$ cat config.mk
export PLATFORM = sky130hd
export DESIGN_NAME = uart_rx_sampler
export DESIGN_NICKNAME = d
export VERILOG_FILES = /design/src/rtl/uart_rx_sampler.sv
export SDC_FILE = /design/constraint.sdc
export NUM_CORES = 1
export LEC_CHECK = 0
export ABC_AREA = 1
export BUFFER_PORTS_ARGS = -buffer_cell sky130_fd_sc_hd__buf_2
export CORE_UTILIZATION = 60
export CTS_BUF_LIST = sky130_fd_sc_hd__clkbuf_2 sky130_fd_sc_hd__clkbuf_4 sky130_fd_sc_hd__clkbuf_8
export DETAILED_ROUTE_END_ITERATION = 10
export PLACE_DENSITY = 0.89
export SETUP_SLACK_MARGIN = 0.1
export SYNTH_ARGS = -nofsm -noshare
export SYNTH_HDL_FRONTEND = slang
export SYNTH_SLANG_ARGS = --single-unit
$ cat constraint.sdc
create_clock -name clk -period 2 [get_ports clk]
set_clock_uncertainty 0.2 [all_clocks]
set_input_delay 0.4 -clock clk [delete_from_list [all_inputs] [get_ports clk]]
set_output_delay 0.4 -clock clk [all_outputs]
set_load 0.1 [all_outputs]
$ cat src/rtl/uart_rx_sampler.sv
// ---------------------------------------------------------------------------
// uart_rx_sampler
//
// Front-end receive stage of the UART controller. The asynchronous rxd line
// is synchronised, then oversampled at 16x baud using the tick16 enable.
// The block validates start bits, takes a majority vote of three mid-bit
// samples for every bit, assembles LSB-first frames and hands each good
// byte to the RX controller with a one-cycle strobe.
//
// Optional feature: define UART_RX_PARITY_EN to add a parity bit between the
// data bits and the stop bit, the PARITY_ODD parameter and the par_err port.
//
// Parameters:
//   DATA_BITS   data bits per frame (5..8)
//   OVERSAMPLE  ticks per bit, fixed at 16 (tick counter is 4 bits)
//   PARITY_ODD  (UART_RX_PARITY_EN only) 0 = even parity, 1 = odd parity
//
// Ports:
//   clk        system clock
//   rst        synchronous active-high reset
//   tick16     one-clk enable at 16x baud; all bit timing advances on it
//   rxd        asynchronous serial input, idle high
//   dout       last correctly received byte, right-justified, upper bits 0
//   rx_rdy     one-clk pulse, new byte valid on dout
//   frame_err  one-clk pulse, stop bit sampled low
//   busy       high while a frame is in progress
//   par_err    (UART_RX_PARITY_EN only) one-clk pulse with rx_rdy when the
//              received parity bit does not match the data
// ---------------------------------------------------------------------------
module uart_rx_sampler #(
    parameter int DATA_BITS  = 8,
    parameter int OVERSAMPLE = 16
`ifdef UART_RX_PARITY_EN
    ,
    parameter logic PARITY_ODD = 1'b0
`endif
) (
    input  logic       clk,
    input  logic       rst,
    input  logic       tick16,
    input  logic       rxd,
    output logic [7:0] dout,
    output logic       rx_rdy,
    output logic       frame_err,
    output logic       busy
`ifdef UART_RX_PARITY_EN
    ,
    output logic       par_err
`endif
);

    typedef enum logic [2:0] {
        IDLE      = 3'd0,
        START     = 3'd1,
        DATA      = 3'd2,
`ifdef UART_RX_PARITY_EN
        PARITY    = 3'd3,
`endif
        STOP      = 3'd4,
        WAIT_IDLE = 3'd5
    } state_t;

    // Tick positions inside one bit period: three votes around mid-bit,
    // the last of which also resolves the bit, and the end of the bit.
    localparam logic [3:0] CNT_LAST = 4'(OVERSAMPLE - 1);
    localparam logic [3:0] VOTE_A   = 4'(OVERSAMPLE / 2 - 1);
    localparam logic [3:0] VOTE_B   = 4'(OVERSAMPLE / 2);
    localparam logic [3:0] VOTE_C   = 4'(OVERSAMPLE / 2 + 1);
    localparam logic [2:0] LAST_BIT = 3'(DATA_BITS - 1);

    logic                 rxd_meta;
    logic                 rxd_s;

    state_t               state;
    state_t               state_nxt;
    logic [3:0]           cnt;
    logic [3:0]           cnt_nxt;
    logic [2:0]           bit_idx;
    logic [2:0]           bit_idx_nxt;
    logic [DATA_BITS-1:0] shreg;
    logic [DATA_BITS-1:0] shreg_nxt;
    logic                 vote_a;
    logic                 vote_a_nxt;
    logic                 vote_b;
    logic                 vote_b_nxt;
    logic                 majority;

    logic [7:0]           dout_nxt;
    logic                 rx_rdy_nxt;
    logic                 frame_err_nxt;

`ifdef UART_RX_PARITY_EN
    logic                 par_bit;
    logic                 par_bit_nxt;
    logic                 par_err_nxt;
`endif

    // Two-flop synchroniser; both flops reset to the idle level so that
    // leaving reset never looks like a falling start edge.
    always_ff @(posedge clk) begin
        if (rst) begin
            rxd_meta <= 1'b1;
            rxd_s    <= 1'b1;
        end else begin
            rxd_meta <= rxd;
            rxd_s    <= rxd_meta;
        end
    end

    // The third vote is the live synchronised sample, so the majority is
    // valid on the tick where cnt reaches VOTE_C.
    assign majority = (vote_a & vote_b) | (vote_a & rxd_s) | (vote_b & rxd_s);

    assign busy = (state != IDLE);

    // State and datapath registers.
    always_ff @(posedge clk) begin
        if (rst) begin
            state     <= IDLE;
            cnt       <= 4'd0;
            bit_idx   <= 3'd0;
            shreg     <= '0;
            vote_a    <= 1'b0;
            vote_b    <= 1'b0;
            dout      <= 8'd0;
            rx_rdy    <= 1'b0;
            frame_err <= 1'b0;
`ifdef UART_RX_PARITY_EN
            par_bit   <= 1'b0;
            par_err   <= 1'b0;
`endif
        end else begin
            state     <= state_nxt;
            cnt       <= cnt_nxt;
            bit_idx   <= bit_idx_nxt;
            shreg     <= shreg_nxt;
            vote_a    <= vote_a_nxt;
            vote_b    <= vote_b_nxt;
            dout      <= dout_nxt;
            rx_rdy    <= rx_rdy_nxt;
            frame_err <= frame_err_nxt;
`ifdef UART_RX_PARITY_EN
            par_bit   <= par_bit_nxt;
            par_err   <= par_err_nxt;
`endif
        end
    end

    // Next-state and strobe logic. Nothing moves without tick16, and the
    // strobes are cleared on every other cycle so they last exactly one clk.
    always_comb begin
        state_nxt     = state;
        cnt_nxt       = cnt;
        bit_idx_nxt   = bit_idx;
        shreg_nxt     = shreg;
        vote_a_nxt    = vote_a;
        vote_b_nxt    = vote_b;
        dout_nxt      = dout;
        rx_rdy_nxt    = 1'b0;
        frame_err_nxt = 1'b0;
`ifdef UART_RX_PARITY_EN
        par_bit_nxt   = par_bit;
        par_err_nxt   = 1'b0;
`endif

        if (tick16) begin
            cnt_nxt = cnt + 4'd1;
            if (cnt == VOTE_A) begin
                vote_a_nxt = rxd_s;
            end
            if (cnt == VOTE_B) begin
                vote_b_nxt = rxd_s;
            end

            case (state)
                IDLE: begin
                    cnt_nxt = 4'd0;
                    if (!rxd_s) begin
                        state_nxt = START;
                    end
                end

                START: begin
                    if (cnt == VOTE_C && majority) begin
                        // Low pulse shorter than half a bit: noise, not a start.
                        state_nxt = IDLE;
                        cnt_nxt   = 4'd0;
                    end else if (cnt == CNT_LAST) begin
                        state_nxt   = DATA;
                        bit_idx_nxt = 3'd0;
                    end
                end

                DATA: begin
                    if (cnt == VOTE_C) begin
                        // LSB arrives first, so shifting in at the top leaves
                        // the byte right-way-round after the last bit.
                        shreg_nxt = {majority, shreg[DATA_BITS-1:1]};
                    end
                    if (cnt == CNT_LAST) begin
                        if (bit_idx == LAST_BIT) begin
`ifdef UART_RX_PARITY_EN
                            state_nxt = PARITY;
`else
                            state_nxt = STOP;
`endif
                        end else begin
                            bit_idx_nxt = bit_idx + 3'd1;
                        end
                    end
                end

`ifdef UART_RX_PARITY_EN
                PARITY: begin
                    if (cnt == VOTE_C) begin
                        par_bit_nxt = majority;
                    end
                    if (cnt == CNT_LAST) begin
                        state_nxt = STOP;
                    end
                end
`endif

                STOP: begin
                    if (cnt == VOTE_C) begin
                        // Leave at mid-stop so a start bit immediately
                        // following the stop bit is still caught.
                        cnt_nxt = 4'd0;
                        if (majority) begin
                            state_nxt                 = IDLE;
                            dout_nxt                  = 8'd0;
                            dout_nxt[DATA_BITS-1:0]   = shreg;
                            rx_rdy_nxt                = 1'b1;
`ifdef UART_RX_PARITY_EN
                            par_err_nxt = (((^shreg) ^ par_bit) != PARITY_ODD);
`endif
                        end else begin
                            state_nxt     = WAIT_IDLE;
                            frame_err_nxt = 1'b1;
                        end
                    end
                end

                WAIT_IDLE: begin
                    // A held-low line (break) must not re-trigger as frames.
                    cnt_nxt = 4'd0;
                    if (rxd_s) begin
                        state_nxt = IDLE;
                    end
                end

                default: begin
                    state_nxt = IDLE;
                    cnt_nxt   = 4'd0;
                end
            endcase
        end
    end

endmodule

==> results of run 1 <==
## worst min-delay path by stage
stage	from	endpoint	slack, ns	cells past startpoint
after floorplan	rxd_meta$_SDFF_PP1_	rxd_s$_SDFF_PP1_	0.19	1
after global placement	rxd_meta$_SDFF_PP1_	rxd_s$_SDFF_PP1_	0.19	1
after detailed placement	rxd_meta$_SDFF_PP1_	rxd_s$_SDFF_PP1_	0.20	1
after CTS	rxd	rxd_meta$_SDFF_PP1_	0.03	2
after global routing	rxd	rxd_meta$_SDFF_PP1_	0.02	2
final	rxd	rxd_meta$_SDFF_PP1_	0.03	2
## power by group
group | switching (µW) | internal [µW]
Clock | 232 | 275
Sequential | 78.9 | 690
Combinational | 710 | 284
## state kept, by name, indices dropped and copies added (netlist names)
name	count
bit_idx	3
vote_b	1
rx_rdy	1
frame_err	1
rxd_s	1
cnt	4
state	3
rxd_meta	1
shreg	8
vote_a	1
dout	8
## area by class of cell
type | count | area, µm² | share of cell area
inverters | 19 | 73.82 | 0.04364
clock inverters | 2 | 35.03 | 0.02071
well taps | 28 | 35.03 | 0.02071
repair buffers | 14 | 76.32 | 0.04512
multi-input cells | 147 | 783.3 | 0.4630
flip-flops and latches | 32 | 643.1 | 0.3802
clock buffers | 6 | 45.04 | 0.02663
## synthesized netlist by cell type, drive strengths merged
cell,n,area share
a31oi,1,0.0041
or2,2,0.0083
inv,17,0.042
xor2,1,0.0058
o21ai,22,0.073
clkinv,2,0.0066
nor4,2,0.0083
nand3b,1,0.0050
a21oi,9,0.030
nor2,50,0.14
dfxtp,32,0.42
nor3,2,0.0099
ha,5,0.041
nand2,37,0.11
nand3,14,0.073
nand4,1,0.0041
clkbuf,2,0.0050
buf,2,0.0066
## per-layer routing
layer | up-vias | share of wire | track usage
met1 | 645 | 0.44 | 0.3584
met4 | 0 | 0.013 | 0.1009
met3 | 6 | 0.069 | 0.09565
met2 | 57 | 0.48 | 0.4615
met5 | - | 0 | 0
li1 | 680 | - | -
## worst max-delay path: stages, from the launching register on
cell	delay [ns]
sky130_fd_sc_hd__dfxtp_1	0.48
sky130_fd_sc_hd__nor2_4	0.08
sky130_fd_sc_hd__nand2_1	0.11
sky130_fd_sc_hd__buf_6	0.23
## timing repair
item / CTS / global route
hold endpoints to repair: 0 / 0
setup endpoints to repair: 1 / 1
resized for setup: 3 / 2
pin swaps: 0 / 0
## per-stage QoR
step           hold WS (ns)  instances
2_1_floorplan        0.1895        202
3_3_place_gp         0.1934        240
3_5_place_dp         0.1955        240
4_1_cts             0.03302        248
5_1_grt             0.01679        248
6_report            0.03099        248
## logic make-up after synthesis
family          Yosys count  share of synthesized area
simple gates            109                     0.3612
buf+inv                  23                    0.06048
fa+ha+maj                 5                    0.04143
flops                    32                     0.4242
compound gates           32                     0.1069
xor+xnor                  1                   0.005801
==> impl_summary.md, run 1 <==
Floorplan
The area of the placeable core is 0.002297 mm². 15 I/O pins were placed. The die extent in x is 52.17 µm.

In this run the core area contains 17 standard-cell rows. The die covers 0.002722 mm². In this run the vertical extent of the chip is 52.17 µm. The initial core utilization is 0.6574.

Clock network
In this run the number of H-tree levels came out at 2. TritonCTS built the clock tree. The number of CTS-inserted buffers is 5.

Buffers added to address setup during post-CTS repair amount to 0. Counting every sink on the clock net gives 32. The number of hold-repair buffers added at the cts stage is 0. The longest clock path from root to sink contains 2 buffers. The clock root buffer is sky130_fd_sc_hd__clkbuf_4. Clock latency on the worst-skew pair, taken at its later pin, is 0.35 ns. The post-CTS clock slew at the launch and capture registers of the worst setup and hold paths is 0.10 ns.

Layout
The finished layout cell area is 0.001692 mm². Compared with the post-synthesis result, the final layout area differs by 12.01%. The leading cell type in the layout, fill and taps excluded is sky130_fd_sc_hd__nor2_1. In the final layout, the share of cells above drive strength 1 is 0.2227. The final antenna diode count is 0. In the layout the commonest cells are sky130_fd_sc_hd__nor2_1 (45), sky130_fd_sc_hd__nand2_1 (30), sky130_fd_sc_hd__dfxtp_1 (30), sky130_fd_sc_hd__inv_1 (14), sky130_fd_sc_hd__buf_2 (13). The final cell utilization of the core is 0.7364. After the last flow step, the layout net total stands at 228. The filler cells instantiated in the layout total 178.

STA
The final hold violation count was 0. The worst-case headroom to the max-slew limit is 0.6096. The final total negative setup slack is 0 ns. The post-layout minimum cycle time is 1.845 ns.

The number of setup violations in the final report is 0. The final worst-path setup slack is 0.1553 ns. The portion of the clock cycle consumed by the worst path in the final layout is 0.9223. For this run, the top clock speed supported by timing is 542.1 MHz. Setup repair after global routing left no endpoint under its margin. The transition time of the tightest slew-check pin is 0.5849 ns. The number of max-slew violations in the final report is 0.

Setup path
In this run the critical register-to-register path is launched from bit_idx[0]$_SDFFE_PP0P_. STA classifies the critical path endpoint as a primary output. The worst register-to-register path ends at bit_idx[0]$_SDFFE_PP0P_.

The maximum fanout along the worst path is 5. Data on the critical path is required at its endpoint by 1.40 ns. The number of cells traversed by the worst register-to-register path is 9. The startpoint class of the critical path is a register.

The critical path start-end classification is register to primary output. The launching element of the worst setup path is state[0]$_SDFFE_PP0P_. The most critical setup path has its endpoint at busy.

Across all register-to-register paths, the minimum setup slack is 0.28 ns. The worst path arrival time is 1.24 ns.

Detailed routing
The total wire length is 3278 µm. The residual antenna-violating net count after detailed routing is 0. The violation count after the first detailed-route iteration is 63. The detailed-routing iteration count for the pre-antenna-repair pass is 5. The routed via count is 1,388. In the final routed layout, each cell accounts on average for 13.22 µm. The average via count per standard cell is 5.597.

In the routed design, unresolved DRC markers number 0.

Synthesis
The count of synthesis-stage warnings from yosys is 0. The area of the mapped netlist is 0.001510 mm². A synthesized cell averages 7.476 µm². The number of nets handed over by synthesis was 211. Yosys mapped the design onto 27 distinct sky130hd cell types. The synthesized netlist cell count is 202. The synthesized design contains 32 register bits. The share of the yosys chip area belonging to registers is 0.4242.

Power and ir drop
Power comes to 2270 µW. VDD sags by at most 0.001767 V. The analysis attributes to cell leakage a power of 0.0007692 µW. In this run the power density over the cells is 1342 mW/mm².

Global route
The first global-routing pass estimated 5644 µm of wire. The initial antenna violation count is 0. The number of global-route vias before repair is 1,301. The overall fraction of global-route tracks in use is 0.2876. After global routing the overflow that remains totals 0. Entering global routing, the biggest net connects 24 pins.

Job
Across the run, the number of max-cap violations was 0.

Worst hold path
The path class of the tightest hold or removal check is input port to register.

Placed design
The cell area reported after detailed placement is 0.001598 mm². The number of port buffers is 14. The placer's final routability congestion estimate is 0.8722. The HPWL after detailed placement is 2381 µm. Prior to clock tree synthesis, the placed netlist has a worst setup slack of 0.2970 ns.

Outcome
The run finished with clean final reports.
Power figures use the tool's default switching activity.
==> run 2: changes to the inputs <==
--- a/config.mk
+++ b/config.mk
@@ -5,12 +5,11 @@
 export SDC_FILE = /design/constraint.sdc
 export NUM_CORES = 1
 export LEC_CHECK = 0
-export ABC_AREA = 1
 export BUFFER_PORTS_ARGS = -buffer_cell sky130_fd_sc_hd__buf_2
-export CORE_UTILIZATION = 60
+export CORE_UTILIZATION = 55
 export CTS_BUF_LIST = sky130_fd_sc_hd__clkbuf_2 sky130_fd_sc_hd__clkbuf_4 sky130_fd_sc_hd__clkbuf_8
 export DETAILED_ROUTE_END_ITERATION = 10
-export PLACE_DENSITY = 0.89
+export PLACE_DENSITY = 0.83
 export SETUP_SLACK_MARGIN = 0.1
 export SYNTH_ARGS = -nofsm -noshare
 export SYNTH_HDL_FRONTEND = slang
==> impl_summary.md, run 2 <==
Outcome
Outcome: finished with violations (was finished, final reports clean). The final reports fail on negative setup slack.

Setup path
The cell with the largest stage delay on the worst path is sky130_fd_sc_hd__a2111o_1 (was sky130_fd_sc_hd__dfxtp_1). The cell that appears most often on the critical path is sky130_fd_sc_hd__ha_4. The total buffers and inverters traversed by the critical path is 0 (was 1). Critical-path cell list: ha_4, ha_4, or3b_1, a2111o_1, or3_4, a21oi_2 (was nor2_4, nand2_1, buf_6). The startpoint class of the critical path is a register (unchanged). The biggest cell delay along the critical path is 0.43 ns (was 0.48 ns). The flop-to-flop setup slack is -0.16 ns (was 0.28 ns). The critical path's top delay family is simple AND/OR/NAND/NOR gates (was flip-flops). The element type at the critical path end is a register (was primary output). The worst path arrival time was 2.23 ns (was 1.24 ns). The critical path required time is 2.07 ns (was 1.40 ns). The critical path start-end classification is register to register (was register to primary output). The maximum fanout along the worst path is 5 (unchanged).

Detailed routing
The residual antenna-violating net count after detailed routing is 0 (unchanged). The total wire length is 3533 µm (was 3278 µm). The detailed-routing iteration count for the pre-antenna-repair pass was 4 (was 5). The average via count per standard cell is 5.908 (was 5.597). The violation count after the first detailed-route iteration is 29 (was 63).

The number of DRC violations after detailed routing is 0 (unchanged). The detailed-route wire length per cell is 16.28 µm (was 13.22 µm). The routed via count is 1,282 (was 1,388).

Power and ir drop
The peak ir drop on the vdd network came to 0.0007306 V (was 0.001767 V). The static leakage power came to 0.0007646 µW (was 0.0007692 µW). The power density relative to cell area is 703.6 mW/mm² (was 1342 mW/mm²).

Floorplan
The area of the placeable core came to 0.002477 mm² (was 0.002297 mm²). The die extent in x is 53.44 µm (was 52.17 µm). The chip height is 53.44 µm (was 52.17 µm).

The initial core utilization is 0.5874 (was 0.6574). The area enclosed by the die boundary is 0.002855 mm² (was 0.002722 mm²). The floorplan row count was 18 (was 17). The number of top-level pins is 15 (unchanged).

Synthesis
Most common library cells after synthesis: sky130_fd_sc_hd__dfxtp_1 (32), sky130_fd_sc_hd__nor2_1 (22), sky130_fd_sc_hd__mux2i_1 (18) (was sky130_fd_sc_hd__nor2_1 (45), sky130_fd_sc_hd__dfxtp_1 (32), sky130_fd_sc_hd__nand2_1 (30)). The count of synthesis-stage warnings from yosys is 0 (unchanged). Dominant cells by area after synthesis: sky130_fd_sc_hd__dfxtp_1 (44%), sky130_fd_sc_hd__mux2i_1 (12%), sky130_fd_sc_hd__nor2_1 (5.7%), sky130_fd_sc_hd__ha_1 (4.3%), sky130_fd_sc_hd__a21oi_1 (2.8%) (was sky130_fd_sc_hd__dfxtp_1 (42%), sky130_fd_sc_hd__nor2_1 (11%), sky130_fd_sc_hd__nand2_1 (7.5%), sky130_fd_sc_hd__ha_1 (4.1%), sky130_fd_sc_hd__o21ai_0 (4.0%)). The area of the mapped netlist is 0.001455 mm² (was 0.001510 mm²). The count of unique library cells instantiated by Yosys was 40 (was 27). The synthesis-stage register bit count is 32 (unchanged). The number of nets produced by synthesis was 167 (was 211). The library cell with the largest summed area after synthesis is sky130_fd_sc_hd__dfxtp_1 (unchanged). The leading register cell type out of synthesis is sky130_fd_sc_hd__dfxtp_1 (unchanged). The average size of a mapped cell is 9.210 µm² (was 7.476 µm²). The post-synthesis async set-or-reset flop share is 0 (unchanged). The synthesized netlist cell count is 158 (was 202). The share of the yosys chip area belonging to registers is 0.4402 (was 0.4242). The count of flip-flops with a built-in enable after synthesis is 0 (unchanged). The fraction of synthesized cell area taken by the top area cell type was 0.4402 (was 0.4242). The leading cell type by number of instances after synthesis is sky130_fd_sc_hd__dfxtp_1 (was sky130_fd_sc_hd__nor2_1).

Global route
The number of global-route vias before repair was 1,172 (was 1,301). The maximum number of pins on one net before global-route repair is 36 (was 24). The overall fraction of global-route tracks in use was 0.2769 (was 0.2876). The total congestion overflow after global routing was 0 (unchanged). The initial antenna violation count was 0 (unchanged). The first-pass GRT wire length is 5457 µm (was 5644 µm).

Layout
Registers with the most flip-flops: dout x8, shreg x8, cnt x4 (unchanged). The number of nets in the final layout is 195 (was 228). The final cell utilization of the core was 0.7626 (was 0.7364). The fraction of layout cells with a size suffix above 1 is 0.3583 (was 0.2227). The leading cell type in the layout, fill and taps excluded is sky130_fd_sc_hd__dfxtp_1 (was sky130_fd_sc_hd__nor2_1). The final antenna diode count was 0 (unchanged). Leading cell types in the layout, fill and taps excluded: sky130_fd_sc_hd__dfxtp_1 (25), sky130_fd_sc_hd__nor2_1 (22), sky130_fd_sc_hd__mux2i_1 (18), sky130_fd_sc_hd__buf_2 (14), sky130_fd_sc_hd__buf_4 (12) (was sky130_fd_sc_hd__nor2_1 (45), sky130_fd_sc_hd__nand2_1 (30), sky130_fd_sc_hd__dfxtp_1 (30), sky130_fd_sc_hd__inv_1 (14), sky130_fd_sc_hd__buf_2 (13)). The relative area change from synthesis to final layout is 29.84% (was 12.01%).

The filler cell count in the final layout was 163 (was 178).

STA
The worst hold slack across all endpoints is 0.05219 ns (was 0.03099 ns). The portion of the clock cycle consumed by the worst path in the final layout is 1.082 (was 0.9223). The worst-case headroom to the max-slew limit is 0.5875 (was 0.6096). The final hold violation count came to 0 (unchanged).

The transition time of the tightest slew-check pin is 0.6187 ns (was 0.5849 ns). The number of setup violations in the final report came to 3 (was 0). The final worst-path setup slack is -0.1645 ns (was 0.1553 ns). The maximum operating frequency is 462.0 MHz (was 542.1 MHz). The number of max-slew violations in the final report is 0 (unchanged). The post-layout minimum cycle time is 2.164 ns (was 1.845 ns). RSZ-0062 raised after global routing: yes (was no).

Clock network
The post-CTS clock slew at the launch and capture registers of the worst setup and hold paths is 0.10 ns (about the same). The clock sink count is 32 (unchanged). The clock latency at the later pin of the worst-skew pair came to 0.35 ns (about the same). The maximum count of clock buffers along a single path is 2 (unchanged). The clock root buffer is sky130_fd_sc_hd__clkbuf_4 (unchanged). The number of hold-repair buffers added at the cts stage was 0 (unchanged). The number of H-tree branching levels is 2 (unchanged). The number of CTS-inserted buffers is 5 (unchanged). The clock tree from TritonCTS is yes (unchanged).

Placed design
The number of port buffers is 14 (unchanged). The placer's final routability congestion estimate is 0.9115 (was 0.8722). The HPWL after detailed placement is 2077 µm (was 2381 µm).

Job
The total of max-cap violations came to 0 (unchanged).

Worst hold path
The class of the tightest hold or removal check is input port to register (unchanged).
==> run 2: cell types whose count changed in the layout (fill, tap and decap cells not counted), moves of 5 or more <==
| cell | before | now |
|---|---|---|
| sky130_fd_sc_hd__nor2_1 | 45 | 22 |
| sky130_fd_sc_hd__nand3_1 | 9 | 1 |
| sky130_fd_sc_hd__nand2_1 | 30 | 9 |
| sky130_fd_sc_hd__o21ai_0 | 12 | 2 |
| sky130_fd_sc_hd__o21ai_1 | 10 | 0 |
| sky130_fd_sc_hd__inv_1 | 14 | 7 |
| sky130_fd_sc_hd__dfxtp_1 | 30 | 25 |
| sky130_fd_sc_hd__dfxtp_2 | 2 | 7 |
| sky130_fd_sc_hd__mux2i_1 | 0 | 18 |
| sky130_fd_sc_hd__nand2_2 | 5 | 0 |
| sky130_fd_sc_hd__buf_4 | 0 | 12 |
==> run 2: report_power, final <==
| group | switching [µW] | internal (µW) |
|---|---|---|
| Sequential | 13.8 | 646 |
| Combinational | 98.0 | 74.1 |
| Clock | 237 | 260 |
| Total | 349 | 980 |
==> run 2: layout make-up <==
type / count / area, µm² / area share
Inverter: 7 / 26.28 / 0.01391
Multi-Input combinational cell: 109 / 862.1 / 0.4563
Timing Repair Buffer: 31 / 234.0 / 0.1238
Clock buffer: 5 / 37.54 / 0.01987
Clock inverter: 3 / 42.54 / 0.02252
Tap cell: 30 / 37.54 / 0.01987
Sequential cell: 32 / 649.4 / 0.3437
==> run 2: logic make-up (layout without fill, tap and decap cells) <==
group,Yosys count,count (layout),share of synthesized area
compound gates,24,24,0.1109
fa+ha+maj,6,6,0.04987
buf+inv,17,46,0.04815
flops,32,32,0.4402
mux,18,18,0.1238
simple gates,61,61,0.2270
==> run 2: worst paths after layout <==
kind,to,from,depth (start not counted)
worst max-delay path,bit_idx[1]$_SDFFE_PP0P_,bit_idx[0]$_SDFFE_PP0P_,6
worst min-delay path,rxd_meta$_SDFF_PP1_,rxd,2
worst max register to register,bit_idx[1]$_SDFFE_PP0P_,bit_idx[0]$_SDFFE_PP0P_,6
worst min register to register,rxd_s$_SDFF_PP1_,rxd_meta$_SDFF_PP1_,1
==> run 2: per-layer routing <==
metal	global-route usage	vias up	share of wire
li1	-	611	-
met1	0.3328	610	0.44
met2	0.4167	53	0.48
met3	0.1034	8	0.055
met4	0.1579	0	0.022
met5	0	-	0
==> run 2: repair_timing <==
action,CTS,global route
buffers inserted,4,1
pin swaps,5,1
gates resized for setup,17,14
setup endpoints to repair,15,23
cloned,1,0
==> run 2: per-stage QoR <==
step / setup slack [ns] / power, µW / cells / instance area (µm²) / TNS (ns)
2_1_floorplan: -0.1084 / 761.1 / 158 / 1481 / -0.2252
3_3_place_gp: -0.1375 / 788.6 / 203 / 1628 / -0.3053
3_5_place_dp: -0.1961 / 795.2 / 203 / 1628 / -0.4973
4_1_cts: -0.2118 / 1319 / 216 / 1813 / -0.6383
5_1_grt: -0.2565 / 1372 / 217 / 1889 / -0.7909
6_report: -0.1645 / 1329 / 217 / 1889 / -0.4516
